[src/rtl/ysyx_23060240_pkg.sv]
// Shared constants and types for the ysyx_23060240 core (IFU and datapath).
package ysyx_23060240_pkg;

    localparam int          XLEN     = 32;
    localparam logic [31:0] RESET_PC = 32'h8000_0000;
    // addi x0, x0, 0
    localparam logic [31:0] NOP_INST = 32'h0000_0013;

    // Fetch FSM: issue request, wait for response, hold word until consumed.
    typedef enum logic [1:0] {
        REQ  = 2'd0,
        WAIT = 2'd1,
        HOLD = 2'd2
    } ifu_state_e;

    // A fetch address is usable only when it is word aligned.
    function automatic logic is_word_aligned(input logic [1:0] addr_lsb);
        return (addr_lsb == 2'b00);
    endfunction

endpackage

[src/rtl/ysyx_23060240_ifu.sv]
// Instruction fetch unit: owns the fetch PC, issues one imem read per
// instruction and holds the returned word until downstream consumes it.
module ysyx_23060240_ifu
    import ysyx_23060240_pkg::*;
(
    input  logic            clk,
    input  logic            rst,
    output logic            imem_req_valid,
    input  logic            imem_req_ready,
    output logic [XLEN-1:0] imem_req_addr,
    input  logic            imem_resp_valid,
    input  logic [XLEN-1:0] imem_resp_data,
    input  logic            imem_resp_err,
    output logic            inst_valid,
    input  logic            inst_ready,
    output logic [XLEN-1:0] inst,
    output logic [XLEN-1:0] pc,
    input  logic [XLEN-1:0] dnpc,
    output logic            fetch_fault
);

    ifu_state_e      state_r;
    ifu_state_e      state_next_s;
    logic [XLEN-1:0] pc_r;
    logic [XLEN-1:0] inst_r;
    logic            inst_valid_r;
    logic            fetch_fault_r;
    logic            pc_aligned_s;

    assign pc_aligned_s = is_word_aligned(pc_r[1:0]);

    // State register plus the fetch PC and instruction holding register.
    always_ff @(posedge clk) begin
        if (rst) begin
            state_r       <= REQ;
            pc_r          <= RESET_PC;
            inst_r        <= NOP_INST;
            inst_valid_r  <= 1'b0;
            fetch_fault_r <= 1'b0;
        end else begin
            state_r <= state_next_s;
            case (state_r)
                REQ: begin
                    // A misaligned pc is never sent to memory; it is reported
                    // downstream as a faulting NOP so execute can redirect.
                    if (!pc_aligned_s) begin
                        inst_r        <= NOP_INST;
                        inst_valid_r  <= 1'b1;
                        fetch_fault_r <= 1'b1;
                    end
                end
                WAIT: begin
                    if (imem_resp_valid) begin
                        inst_r        <= imem_resp_err ? NOP_INST : imem_resp_data;
                        inst_valid_r  <= 1'b1;
                        fetch_fault_r <= imem_resp_err;
                    end
                end
                HOLD: begin
                    // dnpc is taken as-is; alignment is checked on the next fetch.
                    if (inst_ready) begin
                        pc_r          <= dnpc;
                        inst_r        <= NOP_INST;
                        inst_valid_r  <= 1'b0;
                        fetch_fault_r <= 1'b0;
                    end
                end
                default: begin
                    inst_r        <= NOP_INST;
                    inst_valid_r  <= 1'b0;
                    fetch_fault_r <= 1'b0;
                end
            endcase
        end
    end

    // Next-state decode of the fetch handshake.
    always_comb begin
        state_next_s = state_r;
        case (state_r)
            REQ: begin
                if (!pc_aligned_s) begin
                    state_next_s = HOLD;
                end else if (imem_req_ready) begin
                    state_next_s = WAIT;
                end else begin
                    state_next_s = REQ;
                end
            end
            WAIT: begin
                if (imem_resp_valid) begin
                    state_next_s = HOLD;
                end else begin
                    state_next_s = WAIT;
                end
            end
            HOLD: begin
                if (inst_ready) begin
                    state_next_s = REQ;
                end else begin
                    state_next_s = HOLD;
                end
            end
            default: begin
                state_next_s = REQ;
            end
        endcase
    end

    // Request decode: valid only in REQ with an aligned pc, address is the pc.
    always_comb begin
        imem_req_valid = 1'b0;
        imem_req_addr  = pc_r;
        case (state_r)
            REQ: begin
                if (pc_aligned_s) begin
                    imem_req_valid = 1'b1;
                end else begin
                    imem_req_valid = 1'b0;
                end
            end
            default: begin
                imem_req_valid = 1'b0;
            end
        endcase
    end

    assign inst        = inst_r;
    assign pc          = pc_r;
    assign inst_valid  = inst_valid_r;
    assign fetch_fault = fetch_fault_r;

endmodule

[config.mk]
export PLATFORM = sky130hd
export DESIGN_NAME = ysyx_23060240_ifu
export DESIGN_NICKNAME = d
export VERILOG_FILES = /design/src/rtl/ysyx_23060240_pkg.sv /design/src/rtl/ysyx_23060240_ifu.sv
export SDC_FILE = /design/constraint.sdc
export NUM_CORES = 1
export LEC_CHECK = 0
export ABC_AREA = 0
export CAP_MARGIN = 20
export CORE_AREA = 5 5 92 94
export DETAILED_ROUTE_END_ITERATION = 8
export DIE_AREA = 0 0 97 99
export HOLD_SLACK_MARGIN = 0.05
export PLACE_DENSITY = 0.95
export SLEW_MARGIN = 10
export SYNTH_ARGS = -nofsm -noshare
export SYNTH_HDL_FRONTEND = slang
export SYNTH_SLANG_ARGS = --single-unit
[constraint.sdc]
create_clock -name clk -period 3.31 [get_ports clk]
set_clock_uncertainty 0.15 [all_clocks]
set_input_delay 0.662 -clock clk [delete_from_list [all_inputs] [get_ports clk]]
set_output_delay 0.662 -clock clk [all_outputs]
set_load 0.02 [all_outputs]
==> key figures, run 1 <==
Yosys
  – Mapped Nets: 407
  – Distinct cells, synth: 25
  – Ys Warns: 0
  – Mapped cell area: 0.00301 sq mm
  – Leading area contributor after synthesis: dfxtp_1
  – #FFs+latches synth: 68
  – Gate Count Post-Synth: 337
  – Top-area cell type share of the netlist area: 45.3%
  – Sequential fraction of the synthesis area: 45.3%
  – Synth Area per Inst: 8.92 sq um
  – Most area-consuming cells after synthesis: dfxtp_1, nand2_1, mux2i_1, buf_4, nand2b_1

Floorplanning
  – Core Rows: 32
  – Die area: 0.00960 sq mm
  – Boundary Pins: 169
  – Die width: 97 microns
  – Core area: 0.00757 sq mm
  – Die H: 99 microns
  – Initial Util: 39.7%

Clock network
  – TritonCTS clock tree: done
  – Clock Tree Root: clkbuf_8
  – Setup Fix Bufs, Post-CTS: 0
  – Clock sink count: 68
  – H-tree level count: 3
  – Post-cts resize count: 0
  – Worst skew pair latency: 0.32 ns
  – Num CTS Buffers: 9
  – Hold_buf cts: 0
  – Clock tree buffer depth: 2
  – Clock-pin slew on the worst setup and hold paths: 0.07 ns

Critical path
  – Top delay family on crit path: buffers and inverters
  – Worst path max stage delay: 0.67 ns
  – Stages on worst setup path: 2
  – Reg2Reg Depth: 4
  – Worst path bufs/invs: 1
  – Req. time, crit path: 2.50 ns
  – Worst path cell trace: nor4_1 > clkdlybuf4s50_1
  – Worst R2R Start: state_r[1]$_SDFF_PP0_
  – Critical path startpoint: state_r[0]$_SDFF_PP0_
  – Crit. End Element: output pin
  – Crit start category: flip-flop
  – CP max FO: 11
  – WP data arrival: 1.68 ns
  – Crit Path Category: flip-flop to output pin
  – Worst path slowest cell: clkdlybuf4s50_1

Flow run
  – Max cap viols: 0

Worst hold path
  – Worst hold stages: 2
  – Hold Path Origin: imem_req_addr[14]$_SDFFE_PP0P_
  – HP Class: flip-flop to flip-flop

Routing
  – DR vias: 2633
  – Total routed wirelength: 8.27 mm
  – Via density: 4.60
  – DR pass1 iterations: 4
  – DRT iter0 DRCs: 45
  – Routed len/inst: 14.5 microns
  – DRC: 0
  – Antenna-violating nets left: 0

Timing
  – # setup viols final: 0
  – Final Critical Period: 2.49 ns
  – Slew HR: 52.6%
  – Worst-Margin Slew: 0.711 ns
  – Achievable frequency: 402 MHz
  – Final worst slack: 0.822 ns
  – Fin Setup TNS: 0 ns
  – Crit share post-route: 75.2%
  – Fin. max-slew vios: 0
  – Fin. Hold Viols: 0
  – Unrepaired setup endpoints after global routing: false

Final layout
  – Layout Cells excl Fill: 572
  – Layout cell share with drive strength beyond 1: 6.17%
  – Final core utilization: 61.7%
  – Ant diodes: 0
  – P&R area growth vs syn: 55.2%
  – Post-route cell area: 0.00467 sq mm
  – Final nets: 535

GRT
  – Antenna violations before repair: 0
  – Grt total ovfl: 0
  – Number of global-route vias before repair: 2821
  – Tot GR Track Use: 16.8%
  – First-pass GRT wire length: 13.2 mm
  – Largest net degree at the start of global routing: 44

Placed design
  – DP HPWL: 6.36 mm
  – Placed cell area: 0.00444 sq mm
  – Port bufs: 168
  – Inst Count DP: 556
  – Place WS: 0.734 ns
  – Routability Congestion: 0.783

Power
  – Sequential power share: 43.9%
  – Switching Share: 24.7%
  – PwrDens: 422 mW/mm^2
  – Psw: 0.000488 W
  – Internal Pwr Total: 0.00148 W
  – Power share of the combinational group: 17.9%
  – VDD IR-drop max: 0.285 mV
  – LEAKAGE: 1.61 nW
  – Clock network power share: 38.2%

Outcome
  – Status: completed
[metrics by stage]
stage	total power [W]	hold WS, ns
2_1_floorplan	0.00110	0.395
3_3_place_gp	0.00123	0.305
3_5_place_dp	0.00124	0.313
4_1_cts	0.00200	0.326
5_1_grt	0.00206	0.349
6_report	0.00197	0.321
[synth_stat cells]
library cell and number:
nor4_1 1, nor2b_4 1, inv_1 2, nor3_2 1, buf_2 6, o31ai_2 1
nand2_1 93, buf_12 3, nand2b_1 30, nor4b_4 1, mux2_2 1, nor2_1 4
o21ai_1 1, mux2i_1 33, buf_6 2, clkbuf_1 6, nand3b_1 3, nor4b_1 1
a211o_2 1, or2_2 1, a21oi_1 34, nor2b_1 4, and3b_2 1, buf_4 38
dfxtp_1 68
[layer usage]
| metal | part of all wire [%] | track usage (%) |
|---|---|---|
| met5 | 0 | 0 |
| met4 | 2.7 | 7.56 |
| met3 | 7.4 | 6.58 |
| met2 | 52 | 31.1 |
| met1 | 38 | 16.6 |
[final timing paths]
| kind | to | slack, ns |
|---|---|---|
| hold reg to reg | imem_req_addr[14]$_SDFFE_PP0P_ | 0.32 |
| setup reg to reg | inst[28]$_SDFFE_PP0P_ | 1.32 |
| setup / recovery | imem_req_valid | 0.82 |
| hold / removal | imem_req_addr[14]$_SDFFE_PP0P_ | 0.32 |
[area by class of cell]
cell class              count  area [sq um]
inverters                   2          7.51
flip-flops and latches     68          1360
well taps                 102           128
repair buffers            172          1720
clock inverters             6          87.6
multi-input cells         212          1230
clock buffers              10           138
fillers                   629          2900
[registers in the layout, indices dropped and copies added, names as in the netlist]
register       cells
imem_req_addr     32
state_r            2
inst              32
fetch_fault        1
inst_valid         1
[worst register-to-register path, delay by kind of cell (launching register included)]
| kind | cells | cell delay, ns |
|---|---|---|
| AO/OA/AOI/OAI | 1 | 0.55 |
| buffers and inverters | 1 | 0.29 |
| flip-flops | 1 | 0.55 |
| multiplexers | 1 | 0.26 |
| AND/OR/NAND/NOR | 1 | 0.12 |
[power groups by stage]
stage / combinational [W] / sequential [W] / clock [W]
6_report: 0.000353 / 0.000865 / 0.000753
5_1_grt: 0.000373 / 0.000869 / 0.000816
4_1_cts: 0.000357 / 0.000865 / 0.000778
3_5_place_dp: 0.000355 / 0.000884 / 0
3_3_place_gp: 0.000349 / 0.000882 / 0
2_1_floorplan: 0.000199 / 0.000901 / 0
[kinds of logic after synthesis]
group	Yosys count	synth area share, %
muxes	34	11.4
and+or+nand+nor	141	22.6
AOI/OAI and AO/OA	37	6.57
DFF	68	45.3
buffers and inverters	57	14.2
[placed cells by master (no fill, tap or decap), drive strengths merged]
master	instances
bufinv	2
a21oi	34
a211o	1
nand2	93
nor4b	2
mux2	1
clkdlybuf4s50	167
dfxtp	68
inv	2
o21ai	1
nand3b	3
buf	5
nor3	1
and3b	1
clkinv	4
clkbuf	10
o31ai	1
nor4	1
or2	1
nor2b	5
mux2i	33
nor2	4
nand2b	30
Power figures use the tool's default switching activity.
==> run 2, diff against run 1 <==
- CORE_AREA: 5 5 92 94 -> 5 5 95 97
- DIE_AREA: 0 0 97 99 -> 0 0 100 102
- PLACE_DENSITY: 0.95 -> 0.9
- clock period: 3.31 -> 2.3 ns (I/O delays scaled with it)
==> key figures, run 2 (synthesized netlist as in run 1, its figures left out) <==
Outcome
  – Status: completed

Critical path
  – Worst path max stage delay: 0.67 ns (about the same)
  – Worst path cell trace: clkdlybuf4s50_1
  – WP data arrival: 1.44 ns (-0.24 ns)
  – Crit Path Category: flip-flop to output pin
  – CP endpoint: imem_req_addr[0]
  – Critical path startpoint: imem_req_addr[0]$_SDFFE_PP0P_
  – Reg2Reg Depth: 4 (unchanged)
  – Worst path bufs/invs: 1 (unchanged)
  – Worst R2R Start: state_r[1]$_SDFF_PP0_
  – Worst R2R Setup Slack: 0.48 ns (-0.84 ns)
  – Stages on worst setup path: 1 (-1)
  – Req. time, crit path: 1.69 ns (-0.81 ns)
  – Top delay family on crit path: buffers and inverters
  – Crit start category: flip-flop
  – Worst R2R End: inst[0]$_SDFFE_PP1P_
  – CP max FO: 6 (-5)
  – Crit. End Element: output pin
  – Worst path slowest cell: clkdlybuf4s50_1

GRT
  – Grt total ovfl: 0 (unchanged)
  – First-pass GRT wire length: 12.9 mm (-2.6%)
  – Number of global-route vias before repair: 2665 (-5.5%)
  – Largest net degree at the start of global routing: 33 (-25%)
  – Tot GR Track Use: 15.6% (-1.2 points)
  – Antenna violations before repair: 0 (unchanged)

Timing
  – Slew HR: 72.1% (+19 points)
  – Final Critical Period: 2.05 ns
  – Fin Setup TNS: 0 ns (unchanged)
  – # setup viols final: 0 (unchanged)
  – Unrepaired setup endpoints after global routing: false
  – Worst-Margin Slew: 0.418 ns (-0.293 ns)
  – Fin. Hold Viols: 0 (unchanged)
  – Crit share post-route: 89.3%
  – Achievable frequency: 487 MHz
  – Fin. max-slew vios: 0 (unchanged)

Routing
  – DR vias: 2645 (+0.46%)
  – DRT iter0 DRCs: 80 (+78%)
  – DRC: 0 (unchanged)
  – Antenna-violating nets left: 0 (unchanged)
  – Total routed wirelength: 8.23 mm (-0.53%)
  – Via density: 4.57 (-0.76%)
  – DR pass1 iterations: 4 (unchanged)
  – Routed len/inst: 14.2 microns (-1.7%)

Clock network
  – TritonCTS clock tree: done
  – Clock tree buffer depth: 2 (unchanged)
  – Hold_buf cts: 0 (unchanged)
  – Clock sink count: 68 (unchanged)
  – Clock-pin slew on the worst setup and hold paths: 0.07 ns (about the same)
  – Clock Tree Root: clkbuf_8
  – H-tree level count: 3 (unchanged)
  – Worst skew pair latency: 0.32 ns (about the same)
  – Num CTS Buffers: 9 (unchanged)

Final layout
  – Commonest non-fill, non-tap cell in the layout: clkdlybuf4s50_1
  – Final nets: 539 (+0.75%)
  – Final core utilization: 58.2% (-3.4 points)
  – Ant diodes: 0 (unchanged)
  – P&R area growth vs syn: 56.0%
  – Fillers: 720 (+14%)
  – Commonest non-fill, non-tap cells in the layout: clkdlybuf4s50_1, nand2_1, dfxtp_1
  – Layout cell share with drive strength beyond 1: 6.75% (+0.58 points)
  – Post-route cell area: 0.00469 sq mm (+0.48%)

Floorplanning
  – Core area: 0.00805 sq mm (+6.4%)
  – Die width: 100 microns (+3.1%)
  – Die H: 102 microns (+3.0%)
  – Boundary Pins: 169 (unchanged)
  – Core Rows: 33 (+3.1%)
  – Initial Util: 37.3% (-2.4 points)
  – Die area: 0.0102 sq mm (+6.2%)

Worst hold path
  – HP Class: flip-flop to flip-flop

Placed design
  – Routability Congestion: 0.744 (-5.0%)
  – Port bufs: 168 (unchanged)
  – Placed cell area: 0.00449 sq mm (+1.0%)
  – DP HPWL: 6.44 mm (+1.4%)

Flow run
  – Max cap viols: 0 (unchanged)

Power
  – PwrDens: 586 mW/mm^2 (+39%)
  – LEAKAGE: 1.62 nW (+0.61%)
  – VDD IR-drop max: 0.299 mV (+4.9%)
==> run 2: cell type report <==
type	count	area (sq um)	area share (%)
clock buffer	12	155	3.31
clock inverter	4	47.5	1.01
inverter	2	7.51	0.160
multi-input combinational	212	1230	26.1
sequential	68	1360	29.0
tap	105	131	2.80
timing repair buffer	176	1760	37.5
==> run 2: timing repair <==
item	4_1_cts	5_1_grt
setup endpoints to repair	1	0
setup buffers	0	0
resized for setup	1	0
==> run 2: how the worst min path moves through the flow <==
stage | startpoint | end | slack [ns] | cells past startpoint
after detailed placement | inst[22]$_SDFFE_PP0P_ | inst[22]$_SDFFE_PP0P_ | 0.32 | 2
after global placement | imem_req_addr[10]$_SDFFE_PP0P_ | imem_req_addr[10]$_SDFFE_PP0P_ | 0.31 | 2
after global routing | imem_req_addr[13]$_SDFFE_PP0P_ | imem_req_addr[13]$_SDFFE_PP0P_ | 0.34 | 2
final | imem_req_addr[20]$_SDFFE_PP0P_ | imem_req_addr[20]$_SDFFE_PP0P_ | 0.32 | 2
after floorplan | imem_req_addr[10]$_SDFFE_PP0P_ | imem_req_addr[10]$_SDFFE_PP0P_ | 0.39 | 2
after CTS | imem_req_addr[2]$_SDFFE_PP0P_ | imem_req_addr[2]$_SDFFE_PP0P_ | 0.33 | 2
==> run 2: stage by stage <==
| stage | power [W] | setup slack [ns] | hold WS [ns] | instances |
|---|---|---|---|---|
| detailed placement | 0.00179 | 0.145 | 0.315 | 563 |
| floorplan | 0.00158 | 0.535 | 0.395 | 337 |
| CTS | 0.00279 | 0.216 | 0.325 | 579 |
| global route | 0.00287 | 0.175 | 0.340 | 579 |
| global placement | 0.00178 | 0.224 | 0.306 | 563 |
| finish | 0.00275 | 0.245 | 0.320 | 579 |
==> run 2: power by group <==
group / switching, W / leakage [nW] / total (W) / internal, W
clock: 0.000429 / 0.102 / 0.000986 / 0.000557
combinational: 0.000232 / 0.964 / 0.000519 / 0.000288
sequential: 0.0000291 / 0.550 / 0.00124 / 0.00121
==> run 2: routing by layer <==
layer	global-route usage (%)	share of wire [%]
met5	0	0
met1	16.4	38
met4	5.49	1.2
met3	5.19	7.3
met2	29.2	54
